File: config.mk
export PLATFORM = sky130hd
export DESIGN_NAME = ibex2ahbl_dbus_bridge_flat
export DESIGN_NICKNAME = d
export VERILOG_FILES = /design/src/rtl/ibex2ahbl_dbus_bridge_if.sv /design/src/rtl/ibex2ahbl_dbus_bridge.sv /design/src/flat_wrapper.sv
export SDC_FILE = /design/constraint.sdc
export NUM_CORES = 1
export LEC_CHECK = 0
export CAP_MARGIN = 10
export CORE_AREA = 2 2 93 95
export CTS_CLUSTER_SIZE = 25
export DETAILED_ROUTE_END_ITERATION = 16
export DIE_AREA = 0 0 95 97
export HOLD_SLACK_MARGIN = 0.15
export PLACE_DENSITY_LB_ADDON = 0.1
export SLEW_MARGIN = 40
export SYNTH_ARGS = -nofsm -noshare
export SYNTH_HDL_FRONTEND = slang
export SYNTH_SLANG_ARGS = --single-unit
File: constraint.sdc
create_clock -name clk -period 2 [get_ports clk]
set_clock_uncertainty 0.05 [all_clocks]
set_input_delay 0.3 -clock clk [delete_from_list [all_inputs] [get_ports clk]]
set_output_delay 0.3 -clock clk [all_outputs]
set_load 0.01 [all_outputs]
File: src/rtl/ibex2ahbl_dbus_bridge_if.sv
`default_nettype none
// +----------------------------------------------------------------------------+
// | ibex2ahbl_dbus_bridge_if: Ibex data-port and AHB-Lite master bundle.       |
// | Revision: 1.0                                                              |
// +----------------------------------------------------------------------------+
interface ibex2ahbl_dbus_bridge_if #(
  parameter int ADDR_W = 32
) ();
  // Ibex LSU side
  logic              data_req;
  logic              data_gnt;
  logic              data_rvalid;
  logic              data_we;
  logic [3:0]        data_be;
  logic [ADDR_W-1:0] data_addr;
  logic [31:0]       data_wdata;
  logic [6:0]        data_wdata_intg;
  logic [31:0]       data_rdata;
  logic [6:0]        data_rdata_intg;
  logic              data_err;

  // AHB-Lite side
  logic [ADDR_W-1:0] dmem_haddr;
  logic [1:0]        dmem_htrans;
  logic              dmem_hwrite;
  logic [2:0]        dmem_hsize;
  logic [2:0]        dmem_hburst;
  logic [3:0]        dmem_hprot;
  logic              dmem_hmastlock;
  logic [31:0]       dmem_hwdata;
  logic              dmem_hready;
  logic [31:0]       dmem_hrdata;
  logic              dmem_hresp;

  // master: the bridge itself; slave: the core/interconnect environment
  modport master (
    input  data_req, data_we, data_be, data_addr, data_wdata, data_wdata_intg,
    input  dmem_hready, dmem_hrdata, dmem_hresp,
    output data_gnt, data_rvalid, data_rdata, data_rdata_intg, data_err,
    output dmem_haddr, dmem_htrans, dmem_hwrite, dmem_hsize, dmem_hburst,
    output dmem_hprot, dmem_hmastlock, dmem_hwdata
  );

  modport slave (
    output data_req, data_we, data_be, data_addr, data_wdata, data_wdata_intg,
    output dmem_hready, dmem_hrdata, dmem_hresp,
    input  data_gnt, data_rvalid, data_rdata, data_rdata_intg, data_err,
    input  dmem_haddr, dmem_htrans, dmem_hwrite, dmem_hsize, dmem_hburst,
    input  dmem_hprot, dmem_hmastlock, dmem_hwdata
  );
endinterface
`default_nettype wire

File: src/rtl/ibex2ahbl_dbus_bridge.sv
`default_nettype none
// +----------------------------------------------------------------------------+
// | ibex2ahbl_dbus_bridge: pipelined Ibex data port to AHB-Lite master bridge. |
// | Revision: 1.0                                                              |
// +----------------------------------------------------------------------------+
module ibex2ahbl_dbus_bridge #(
  parameter int         ADDR_W     = 32,
  parameter logic [3:0] HPROT_DATA = 4'b0011,
  parameter int         CNT_W      = 8
) (
  input  wire                     clk,
  input  wire                     rst_n,
  ibex2ahbl_dbus_bridge_if.master bus,
  output logic [CNT_W-1:0]        err_count
);

  localparam logic [1:0]       c_HTRANS_IDLE   = 2'b00;
  localparam logic [1:0]       c_HTRANS_NONSEQ = 2'b10;
  localparam logic [CNT_W-1:0] c_CNT_MAX       = {CNT_W{1'b1}};
  localparam logic [CNT_W-1:0] c_CNT_ONE       = {{(CNT_W-1){1'b0}}, 1'b1};

  logic             dp_valid_q,   dp_valid_d;
  logic             dp_write_q,   dp_write_d;
  logic             dp_illegal_q, dp_illegal_d;
  logic [31:0]      hwdata_q,     hwdata_d;
  logic [CNT_W-1:0] err_cnt_q,    err_cnt_d;

  logic       w_legal;
  logic [2:0] w_size;
  logic [1:0] w_off;
  logic       w_dp_done;
  logic       w_slot_free;
  logic       w_err_first;
  logic       w_gnt;
  logic       w_rsp_err;
  logic       w_unused;

  // Only naturally aligned byte, halfword and word enables map onto AHB.
  always_comb begin
    w_legal = 1'b1;
    w_size  = 3'b000;
    w_off   = 2'b00;
    case (bus.data_be)
      4'b0001: begin w_size = 3'b000; w_off = 2'b00; end
      4'b0010: begin w_size = 3'b000; w_off = 2'b01; end
      4'b0100: begin w_size = 3'b000; w_off = 2'b10; end
      4'b1000: begin w_size = 3'b000; w_off = 2'b11; end
      4'b0011: begin w_size = 3'b001; w_off = 2'b00; end
      4'b1100: begin w_size = 3'b001; w_off = 2'b10; end
      4'b1111: begin w_size = 3'b010; w_off = 2'b00; end
      default: w_legal = 1'b0;
    endcase
  end

  // Illegal transfers never reach the bus, so they complete without HREADY.
  assign w_dp_done   = dp_valid_q & (dp_illegal_q | bus.dmem_hready);
  assign w_slot_free = ~dp_valid_q | w_dp_done;
  assign w_err_first = dp_valid_q & ~dp_illegal_q & bus.dmem_hresp & ~bus.dmem_hready;
  assign w_gnt       = rst_n & bus.data_req & w_slot_free & bus.dmem_hready & ~w_err_first;
  assign w_rsp_err   = w_dp_done & (dp_illegal_q | bus.dmem_hresp);

  always_comb begin
    dp_valid_d   = dp_valid_q;
    dp_write_d   = dp_write_q;
    dp_illegal_d = dp_illegal_q;
    hwdata_d     = hwdata_q;
    err_cnt_d    = err_cnt_q;
    if (w_gnt) begin
      dp_valid_d   = 1'b1;
      dp_write_d   = bus.data_we;
      dp_illegal_d = ~w_legal;
      if (w_legal && bus.data_we) begin
        hwdata_d = bus.data_wdata;
      end
    end else if (w_dp_done) begin
      dp_valid_d = 1'b0;
    end
    if (w_rsp_err && (err_cnt_q != c_CNT_MAX)) begin
      err_cnt_d = err_cnt_q + c_CNT_ONE;
    end
  end

  always_ff @(posedge clk or negedge rst_n) begin
    if (!rst_n) begin
      dp_valid_q   <= 1'b0;
      dp_write_q   <= 1'b0;
      dp_illegal_q <= 1'b0;
      hwdata_q     <= 32'h0;
      err_cnt_q    <= '0;
    end else begin
      dp_valid_q   <= dp_valid_d;
      dp_write_q   <= dp_write_d;
      dp_illegal_q <= dp_illegal_d;
      hwdata_q     <= hwdata_d;
      err_cnt_q    <= err_cnt_d;
    end
  end

  assign bus.data_gnt        = w_gnt;
  assign bus.data_rvalid     = w_dp_done;
  assign bus.data_err        = w_rsp_err;
  assign bus.data_rdata      = bus.dmem_hrdata;
  assign bus.data_rdata_intg = 7'h00;

  assign bus.dmem_htrans    = (w_gnt && w_legal) ? c_HTRANS_NONSEQ : c_HTRANS_IDLE;
  assign bus.dmem_haddr     = {bus.data_addr[ADDR_W-1:2], w_off};
  assign bus.dmem_hwrite    = bus.data_we;
  assign bus.dmem_hsize     = w_size;
  assign bus.dmem_hburst    = 3'b000;
  assign bus.dmem_hprot     = HPROT_DATA;
  assign bus.dmem_hmastlock = 1'b0;
  assign bus.dmem_hwdata    = hwdata_q;

  assign err_count = err_cnt_q;

  // The lane offset comes from the byte enables; integrity and direction of the
  // data phase are carried but never consumed.
  assign w_unused = ^{bus.data_wdata_intg, bus.data_addr[1:0], dp_write_q};

endmodule
`default_nettype wire

File: src/flat_wrapper.sv
// flat-port wrapper written by rule: the top's interface ports become plain ports
module ibex2ahbl_dbus_bridge_flat 
#(
  parameter int         ADDR_W     = 32,
  parameter logic [3:0] HPROT_DATA = 4'b0011,
  parameter int         CNT_W      = 8
)
  (clk, rst_n, err_count, bus_data_req, bus_data_we, bus_data_be, bus_data_addr, bus_data_wdata, bus_data_wdata_intg, bus_dmem_hready, bus_dmem_hrdata, bus_dmem_hresp, bus_data_gnt, bus_data_rvalid, bus_data_rdata, bus_data_rdata_intg, bus_data_err, bus_dmem_haddr, bus_dmem_htrans, bus_dmem_hwrite, bus_dmem_hsize, bus_dmem_hburst, bus_dmem_hprot, bus_dmem_hmastlock, bus_dmem_hwdata);
  ibex2ahbl_dbus_bridge_if #(.ADDR_W(ADDR_W)) bus_i ();
  input  wire clk;
  input  wire rst_n;
  output logic [CNT_W-1:0] err_count;
  input wire logic [$bits(bus_i.data_req)-1:0] bus_data_req;
  input wire logic [$bits(bus_i.data_we)-1:0] bus_data_we;
  input wire logic [$bits(bus_i.data_be)-1:0] bus_data_be;
  input wire logic [$bits(bus_i.data_addr)-1:0] bus_data_addr;
  input wire logic [$bits(bus_i.data_wdata)-1:0] bus_data_wdata;
  input wire logic [$bits(bus_i.data_wdata_intg)-1:0] bus_data_wdata_intg;
  input wire logic [$bits(bus_i.dmem_hready)-1:0] bus_dmem_hready;
  input wire logic [$bits(bus_i.dmem_hrdata)-1:0] bus_dmem_hrdata;
  input wire logic [$bits(bus_i.dmem_hresp)-1:0] bus_dmem_hresp;
  output wire logic [$bits(bus_i.data_gnt)-1:0] bus_data_gnt;
  output wire logic [$bits(bus_i.data_rvalid)-1:0] bus_data_rvalid;
  output wire logic [$bits(bus_i.data_rdata)-1:0] bus_data_rdata;
  output wire logic [$bits(bus_i.data_rdata_intg)-1:0] bus_data_rdata_intg;
  output wire logic [$bits(bus_i.data_err)-1:0] bus_data_err;
  output wire logic [$bits(bus_i.dmem_haddr)-1:0] bus_dmem_haddr;
  output wire logic [$bits(bus_i.dmem_htrans)-1:0] bus_dmem_htrans;
  output wire logic [$bits(bus_i.dmem_hwrite)-1:0] bus_dmem_hwrite;
  output wire logic [$bits(bus_i.dmem_hsize)-1:0] bus_dmem_hsize;
  output wire logic [$bits(bus_i.dmem_hburst)-1:0] bus_dmem_hburst;
  output wire logic [$bits(bus_i.dmem_hprot)-1:0] bus_dmem_hprot;
  output wire logic [$bits(bus_i.dmem_hmastlock)-1:0] bus_dmem_hmastlock;
  output wire logic [$bits(bus_i.dmem_hwdata)-1:0] bus_dmem_hwdata;
  assign bus_i.data_req = bus_data_req;
  assign bus_i.data_we = bus_data_we;
  assign bus_i.data_be = bus_data_be;
  assign bus_i.data_addr = bus_data_addr;
  assign bus_i.data_wdata = bus_data_wdata;
  assign bus_i.data_wdata_intg = bus_data_wdata_intg;
  assign bus_i.dmem_hready = bus_dmem_hready;
  assign bus_i.dmem_hrdata = bus_dmem_hrdata;
  assign bus_i.dmem_hresp = bus_dmem_hresp;
  assign bus_data_gnt = bus_i.data_gnt;
  assign bus_data_rvalid = bus_i.data_rvalid;
  assign bus_data_rdata = bus_i.data_rdata;
  assign bus_data_rdata_intg = bus_i.data_rdata_intg;
  assign bus_data_err = bus_i.data_err;
  assign bus_dmem_haddr = bus_i.dmem_haddr;
  assign bus_dmem_htrans = bus_i.dmem_htrans;
  assign bus_dmem_hwrite = bus_i.dmem_hwrite;
  assign bus_dmem_hsize = bus_i.dmem_hsize;
  assign bus_dmem_hburst = bus_i.dmem_hburst;
  assign bus_dmem_hprot = bus_i.dmem_hprot;
  assign bus_dmem_hmastlock = bus_i.dmem_hmastlock;
  assign bus_dmem_hwdata = bus_i.dmem_hwdata;
  ibex2ahbl_dbus_bridge #(.ADDR_W(ADDR_W), .HPROT_DATA(HPROT_DATA), .CNT_W(CNT_W)) u_core (.clk(clk), .rst_n(rst_n), .bus(bus_i), .err_count(err_count));
endmodule
==> results <==
==> timing repair <==
item                                    in CTS  in global routing
resized for setup                           12                  5
endpoints found under the hold margin       42                  0
cloned                                       0                  2
endpoints found under the setup margin       8                 33
buffers inserted                             0                  2
pin swaps                                    0                  0
hold buffers                                 1                  0
==> worst min path at each step <==
stage                                 to                      start  slack [ns]
2_1_floorplan  u_core.bus.dmem_hwdata[0]                      rst_n       -0.05
3_3_place_gp         u_core.dp_illegal_q                      rst_n        0.40
3_5_place_dp         u_core.dp_illegal_q                      rst_n        0.39
4_1_cts        u_core.bus.dmem_hwdata[3]  u_core.bus.dmem_hwdata[3]        0.45
5_1_grt              u_core.err_count[7]        u_core.err_count[7]        0.46
6_report       u_core.bus.dmem_hwdata[3]  u_core.bus.dmem_hwdata[3]        0.44
==> logic make-up after synthesis <==
family	count (synthesis)
fa+ha+maj	1
flops	42
simple gates	27
buf+inv	87
other cells	2
xor+xnor	7
mux	34
compound gates	8
==> state kept, by name (all words and copies together), names as in the netlist <==
register and count:
u_core.err_count 8, u_core.bus.dmem_hwdata 32, u_core.dp_illegal_q 1, u_core.dp_valid_q 1
==> worst max-delay path: stages <==
cell             delay (ns)
clkdlybuf4s50_1        0.54
and4_4                 0.25
a21oi_2                0.05
a311oi_4               0.30
buf_4                  0.19
buf_6                  0.15
mux2_2                 0.34
==> per-stage QoR <==
step / utilization, % / std cells
after CTS: 37.3 / 356
after global placement: 36.1 / 347
after detailed placement: 36.1 / 347
after global routing: 37.9 / 361
final: 37.9 / 361
after floorplan: - / 223
==> metal layers <==
layer	vias to the layer above	track usage, %	part of all wire (%)
li1	686	-	-
met1	686	11.8	39
met2	86	16.6	47
met3	19	3.66	10
met4	0	5.91	3.7
met5	-	0	0
==> Yosys cell counts (all sizes together), types with 2 or more instances <==
cell type	instances
xor2	4
xnor2	3
dfrtp	42
nand3	3
inv	4
a21oi	2
and3	2
buf	83
nor3	4
mux2	34
nand2	6
nor2	5
nand4	3
conb	2
==> report_power, final <==
part           leakage (µW)  internal, µW  total, µW  switching (µW)
combinational      0.000813           662       1030             368
sequential         0.000524          1080       1230             149
clock             0.0000482           279        560             282
==> layout make-up <==
| cell class | instances | area, µm² |
|---|---|---|
| flip-flops and latches | 42 | 1050 |
| repair buffers | 107 | 1040 |
| clock inverters | 1 | 5.00 |
| fillers | 806 | 5050 |
| diodes | 1 | 2.50 |
| multi-input cells | 94 | 746 |
| clock buffers | 7 | 86.3 |
| inverters | 4 | 15.0 |
| well taps | 105 | 131 |
==> metrics.cfg <==
[status]
outcome = finished, final reports clean

[detailed_routing]
drc = 0
post_drt_wl_per_cell_um = 14.1
drtIter0Drc = 21
vias = 1477
finalWirelength_mm = 5.10
viasPerCell = 4.09
dr.pass1.iters = 4
postRouteAntennaNets = 0

[timing]
fin_crit_sh_pct = 99.0
fmax_ghz = 0.505
whs_ns = 0.444
slew_headroom_pct = 62.6
rsz0062_at_grt = yes
tns_ns = 0
worstMarginPinSlew_ns = 0.561
fin_ws_ns = 0.0202
finalSetupViolations = 0
final_hold_viol_count = 0
drv_slew = 0
fin_crit_ns = 1.98

[grt]
grt_usage_pct = 10.4
grt_pass1_wl_mm = 7.43
grt_max_degree = 43
antenna_found_initial = 1
grt_pass1_vias = 1461
gr-total-overflow = 0

[run]
maxCapViolCount = 0

[critical_path]
r2r_setup_slack_ns = 0.30
start_kind = primary input
setup.worst_path.start = bus_data_be[1]
cp-endpoint = u_core.bus.dmem_hwdata[10]
critPathKind = in2reg
reg2reg_depth = 4
worstReg2RegEnd = u_core.err_count[1]
r2r_start = u_core.err_count[0]
endpoint_kind = flop
required_ns = 2.13
cp_max_fo = 8
worstPathArrival_ns = 2.11

[power_and_ir_drop]
p_per_area_nw_per_um2 = 915
design_power_total_uw = 2820
p_leak_uw = 0.00139
ir_drop_mv = 0.241

[yosys]
synth_area_leaders = dfrtp_1, buf_4, mux2_2, xor2_1, buf_6
synth-xor-area-share_pct = 2.57
synthCells = 208
synthMuxAreaShare_pct = 16.1
yosys.area_share.simple_pct = 5.88
post_synth_num_cell_types = 28
synthArstFlopShare_pct = 100
synth_edf_count = 0
ys.flop_type = dfrtp_1
synth-seq-cells = 42
synth_compound_area_share_pct = 3.26
yosysSeqAreaShare_pct = 44.1
synth_top_family_by_area = buffers and inverters
syn-cell-area_um2 = 2380
synth_fa_ha_area_share_pct = 0.525
yosys.area.top_type = dfrtp_1
yosysWarningCount = 0
synth_top_area_share_pct = 44.1
syn_area_per_cell_um2 = 11.5

[place]
routabilityCongestion = 0.697
placed_cell_area_um2 = 2930
io_buffer_count = 90
dp_hpwl_mm = 3.70
dp_slack_ns = -0.418

[floorplanning]
rows = 33
initial_core_util_pct = 29.3
die_h_um = 97
fp.dieArea_um2 = 9220
die_w_um = 95
pin_count = 241
fp.coreArea_um2 = 8130

[cells_and_area]
layout_commonest_cell = clkdlybuf4s50_1
final_area_um2 = 3080
layout.nets = 368
drive_above_1_share_pct = 25.5
area_growth_pct = 29.3
layout_common_cells = clkdlybuf4s50_1, dfrtp_1, mux2_2

[cts]
insertion_delay_ns = 0.29
cts_root_buf = clkbuf_8
cts_tree = built
clk_path_buf_depth = 2
cts_sinks = 42
h-tree-depth = 2
cts_buffers = 5
path_clk_slew_ns = 0.08

[hold_path]
worstHoldPathCells = 1
hold_path.class = reg2reg

Note: power is estimated with default switching activity, not from simulation.
